==> src/rtl/pulse_event_launcher_pkg.sv <==
// Shared encodings and defaults for the pulse event launcher.
package pulse_event_launcher_pkg;

  typedef enum logic [1:0] {
    IDLE      = 2'd0,
    ISSUE     = 2'd1,
    WAIT_BUSY = 2'd2,
    WAIT_FREE = 2'd3
  } state_t;

  localparam int CNT_W_DEFAULT = 4;

endpackage

==> src/rtl/pulse_event_launcher_sat_updown_counter.sv <==
// Saturating up/down counter holding the number of queued events.
module sat_updown_counter #(
  parameter int W = 4
) (
  input  logic         clk,
  input  logic         reset,
  input  logic         inc,
  input  logic         dec,
  output logic [W-1:0] count,
  output logic         at_max
);

  localparam logic [W-1:0] MAX = '1;

  assign at_max = (count == MAX);

  // Simultaneous inc and dec cancel; neither end of the range ever wraps.
  always_ff @(posedge clk or posedge reset) begin
    if (reset) begin
      count <= '0;
    end else if (inc && !dec && !at_max) begin
      count <= count + 1'b1;
    end else if (dec && !inc && (count != '0)) begin
      count <= count - 1'b1;
    end
  end

endmodule

==> src/rtl/pulse_event_launcher.sv <==
// Queues single-cycle events and launches them one at a time into a
// handshake pulse synchronizer, waiting out each busy round trip.
module pulse_event_launcher
  import pulse_event_launcher_pkg::*;
#(
  parameter int CNT_W = CNT_W_DEFAULT
) (
  input  logic             clk,
  input  logic             reset,
  input  logic             evt_in,
  input  logic             sync_busy,
  input  logic             clr_ovf,
  output logic             sync_in,
  output logic [CNT_W-1:0] pending,
  output logic             overflow,
  output logic             idle
);

  // state     | meaning
  // IDLE      | nothing in flight; launch when pending!=0 and sync_busy low
  // ISSUE     | sync_in high for this one cycle; pending drops on exit
  // WAIT_BUSY | waiting for the synchronizer to report busy
  // WAIT_FREE | waiting for the synchronizer to go free again
  state_t state, state_next;
  logic   dec;
  logic   at_max;
  logic   ovf_set;

  assign dec     = (state == ISSUE);
  assign ovf_set = evt_in && !dec && at_max;

  sat_updown_counter #(
    .W(CNT_W)
  ) u_cnt (
    .clk    (clk),
    .reset  (reset),
    .inc    (evt_in),
    .dec    (dec),
    .count  (pending),
    .at_max (at_max)
  );

  always_ff @(posedge clk or posedge reset) begin
    if (reset) begin
      state <= IDLE;
    end else begin
      state <= state_next;
    end
  end

  always_comb begin
    state_next = state;
    case (state)
      IDLE:      if ((pending != '0) && !sync_busy) state_next = ISSUE;
      ISSUE:     state_next = WAIT_BUSY;
      WAIT_BUSY: if (sync_busy) state_next = WAIT_FREE;
      WAIT_FREE: if (!sync_busy) state_next = IDLE;
      default:   state_next = IDLE;
    endcase
  end

  // Registered copy of the ISSUE decode so the synchronizer sees a clean pulse.
  always_ff @(posedge clk or posedge reset) begin
    if (reset) begin
      sync_in <= 1'b0;
    end else begin
      sync_in <= (state_next == ISSUE);
    end
  end

  always_ff @(posedge clk or posedge reset) begin
    if (reset) begin
      overflow <= 1'b0;
    end else if (ovf_set) begin
      overflow <= 1'b1;
    end else if (clr_ovf) begin
      overflow <= 1'b0;
    end
  end

  assign idle = (pending == '0) && (state == IDLE) && !sync_busy;

endmodule

==> config.mk <==
export PLATFORM = sky130hd
export DESIGN_NAME = pulse_event_launcher
export DESIGN_NICKNAME = d
export VERILOG_FILES = /design/src/rtl/pulse_event_launcher_pkg.sv /design/src/rtl/pulse_event_launcher_sat_updown_counter.sv /design/src/rtl/pulse_event_launcher.sv
export SDC_FILE = /design/constraint.sdc
export NUM_CORES = 1
export LEC_CHECK = 0
export BUFFER_PORTS_ARGS = -buffer_cell sky130_fd_sc_hd__buf_2
export CORE_AREA = 5 5 42 44
export CTS_BUF_LIST = sky130_fd_sc_hd__clkbuf_2 sky130_fd_sc_hd__clkbuf_4 sky130_fd_sc_hd__clkbuf_8
export CTS_CLUSTER_SIZE = 14
export DETAILED_ROUTE_END_ITERATION = 8
export DIE_AREA = 0 0 47 49
export HOLD_SLACK_MARGIN = 0.06
export PLACE_DENSITY = 0.68
export SLEW_MARGIN = 0
export SYNTH_ARGS = -nofsm -noshare
export SYNTH_HDL_FRONTEND = slang
export SYNTH_SLANG_ARGS = --single-unit
==> constraint.sdc <==
create_clock -name clk -period 1.9 [get_ports clk]
set_input_delay 0.095 -clock clk [delete_from_list [all_inputs] [get_ports clk]]
set_output_delay 0.095 -clock clk [all_outputs]
set_load 0.01 [all_outputs]
==> reports/qor.csv <==
metric;value;unit
reg2reg_depth;7;
worst_pin_slew;0.391;ns
synth.ff_latch_count;8;
hold-worst-slack;0.158;ns
ant_nets;0;
ys.flop_type;dfrtp_1;
yosys_warnings;0;
io_buffers;11;
yosysTopAreaCellShare;43.4;%
fin_crit_sh;96.5;%
nets;79;
layout_setup_ws;0.0656;ns
r2r-end;u_cnt.count[3];
wl_met2;458;microns
netlist_instances;43;
hpwl;769;microns
async_reset_ff_share;100;%
rsz0062_at_grt;true;
worstHoldPathCells;3;
holdPathEnd;overflow;
worst_setup_path_start_kind;register;
ioPinCount;12;
cp.arrival;2.01;ns
cts-buffers-inserted;3;
synthTopCellsByCount;8 x dfrtp_1, 5 x a21oi_1, 3 x nand2_1, 3 x nor2_1;
routed_wl;948;microns
cp.required;2.08;ns
core;1400;sq um
relSlewSlack;73.7;%
grt-ovfl-total;0;
grt_start_max_net_pins;9;
post-route-min-period;1.83;ns
die-area;2300;sq um
dp_worst_setup_slack;0.0589;ns
final.setup_skew;0.00515;ns
rows;14;
slew_viol_final;0;
synth_nets;51;
cts_tree;yes;
ir_worst_vdd;746;uV
top_layer;met4;
end_kind;register;
hold_path.startpoint;evt_in;
syn_avg_cell_area;10.7;sq um
clkLatencyLatePin;0.25;ns
yosysMostFrequentCell;dfrtp_1;
drc;0;
synth_edf_count;0;
synth_top_cell_by_area;dfrtp_1;
area_growth;45.3;%
first_iter_violations;1;
cts_sinks;8;
cts_max_path_buffers;2;
cts_root_buf;clkbuf_4;
drv_cap;0;
firstDrtPassIters;2;
grt_pass1_vias;406;
fillers;154;
vias;396;
diodes;0;
gp_congestion;0.657;
die_h;49;microns
path_clk_slew;0.05;ns
fmax;545;MHz
synth_area_leaders;dfrtp_1 43%, a21oi_1 5.4%, ha_1 5.4%, mux2i_4 4.9%, fa_1 4.3%;
critPathKind;register to register;
wl_met1;419;microns
grt_pass1_wl;1590;microns
syn_area;462;sq um
grtUsageTotal;9.89;%
die_w;47;microns
drive_gt1_share;44.3;%
cts_resized;0;
cp-startpoint;u_cnt.count[0];
status;finished, final reports clean;
timing.rr.start;u_cnt.count[0];
hold_path_class;primary input to register;
finalHoldViolations;0;
viasPerCell;4.60;
synth_cell_type_count;22;
r2r_setup_slack;0.07;ns
seq_area_frac_synth;43.4;%
dr_wl_met3;41;microns
setup_violations;0;
p_leak;0.340;nW
htreeDepth;1;
drt-wirelength-per-cell;11.0;microns
crit_fanout;4;
antenna_found_initial;0;
start_util;32.9;%
power_per_cell_area;1690;nW/um^2
==> state kept, by name, summed over array words and instances, names as in the netlist <==
signal	flops
overflow	1
state	2
sync_in	1
u_cnt.count	4
==> area by class of cell <==
| type | instances | area, sq um | share of cell area [%] |
|---|---|---|---|
| well taps | 16 | 20.0 | 2.99 |
| flip-flops and latches | 8 | 201 | 30.0 |
| clock buffers | 4 | 30.0 | 4.48 |
| inverters | 2 | 7.51 | 1.12 |
| repair buffers | 24 | 160 | 23.9 |
| multi-input cells | 32 | 251 | 37.5 |
==> layer usage <==
metal,vias to the layer above,track usage (%)
met5,-,0
li1,208,-
met2,9,14.7
met1,177,12.0
met3,2,1.11
met4,0,8.29
==> worst max-delay path: stages (launching register included) <==
cell and delay [ns]:
dfrtp_2 0.40, nand4_1 0.13, nand3_2 0.14, ha_1 0.31
a21o_1 0.19, a21oi_2 0.18, mux2i_4 0.25, xor2_1 0.16
==> timing repair <==
action                                 4_1_cts  5_1_grt
endpoints found under the hold margin       10        0
hold buffers                                 3        0
setup endpoints to repair                    0        1
setup buffers                                0        1
==> worst max path at each step <==
stage / end / slack [ns] / cells after the start
2_1_floorplan: u_cnt.count[3] / 0.008 / 7
3_3_place_gp: u_cnt.count[3] / 0.07 / 7
3_5_place_dp: u_cnt.count[3] / 0.06 / 7
4_1_cts: u_cnt.count[3] / 0.04 / 7
5_1_grt: u_cnt.count[3] / -0.02 / 7
6_report: u_cnt.count[3] / 0.07 / 7
==> stage by stage <==
| step | total power [mW] | setup TNS [ns] | area (sq um) | utilization [%] | std cells |
|---|---|---|---|---|---|
| 6_report | 1.13 | 0 | 671 | 47.9 | 86 |
| 5_1_grt | 1.23 | -0.0158 | 671 | 47.9 | 86 |
| 4_1_cts | 1.15 | 0 | 663 | 47.3 | 85 |
| 3_5_place_dp | 0.976 | 0 | 603 | 43.0 | 78 |
| 3_3_place_gp | 0.960 | 0 | 603 | 43.0 | 78 |
| 2_1_floorplan | 0.735 | 0 | 472 | - | 43 |
==> power breakdown <==
group	internal (mW)	leakage (nW)	switching, mW	total [mW]
Clock	0.0945	0.0184	0.0560	0.150
Combinational	0.357	0.226	0.338	0.695
Sequential	0.247	0.0954	0.0416	0.289
Total	0.699	0.340	0.435	1.13
==> layout by cell type (no fill, tap or decap), types with 2 or more instances in the layout <==
| cell | count |
|---|---|
| a21o_1 | 2 |
| ha_1 | 2 |
| nor4_1 | 2 |
| nand2_1 | 3 |
| buf_2 | 11 |
| xor2_1 | 2 |
| inv_1 | 2 |
| nor2_1 | 3 |
| dlygate4sd3_1 | 3 |
| a21oi_1 | 4 |
| clkbuf_4 | 4 |
| dfrtp_1 | 7 |
| buf_4 | 10 |
==> cells by family after synthesis <==
group | Yosys count | synth area share (%)
simple gates | 15 | 19.5
compound gates | 10 | 12.7
flops | 8 | 43.4
xor+xnor | 3 | 5.69
buf+inv | 3 | 4.07
fa+ha+maj | 3 | 9.76
mux | 1 | 4.88
Power figures use the tool's default switching activity.
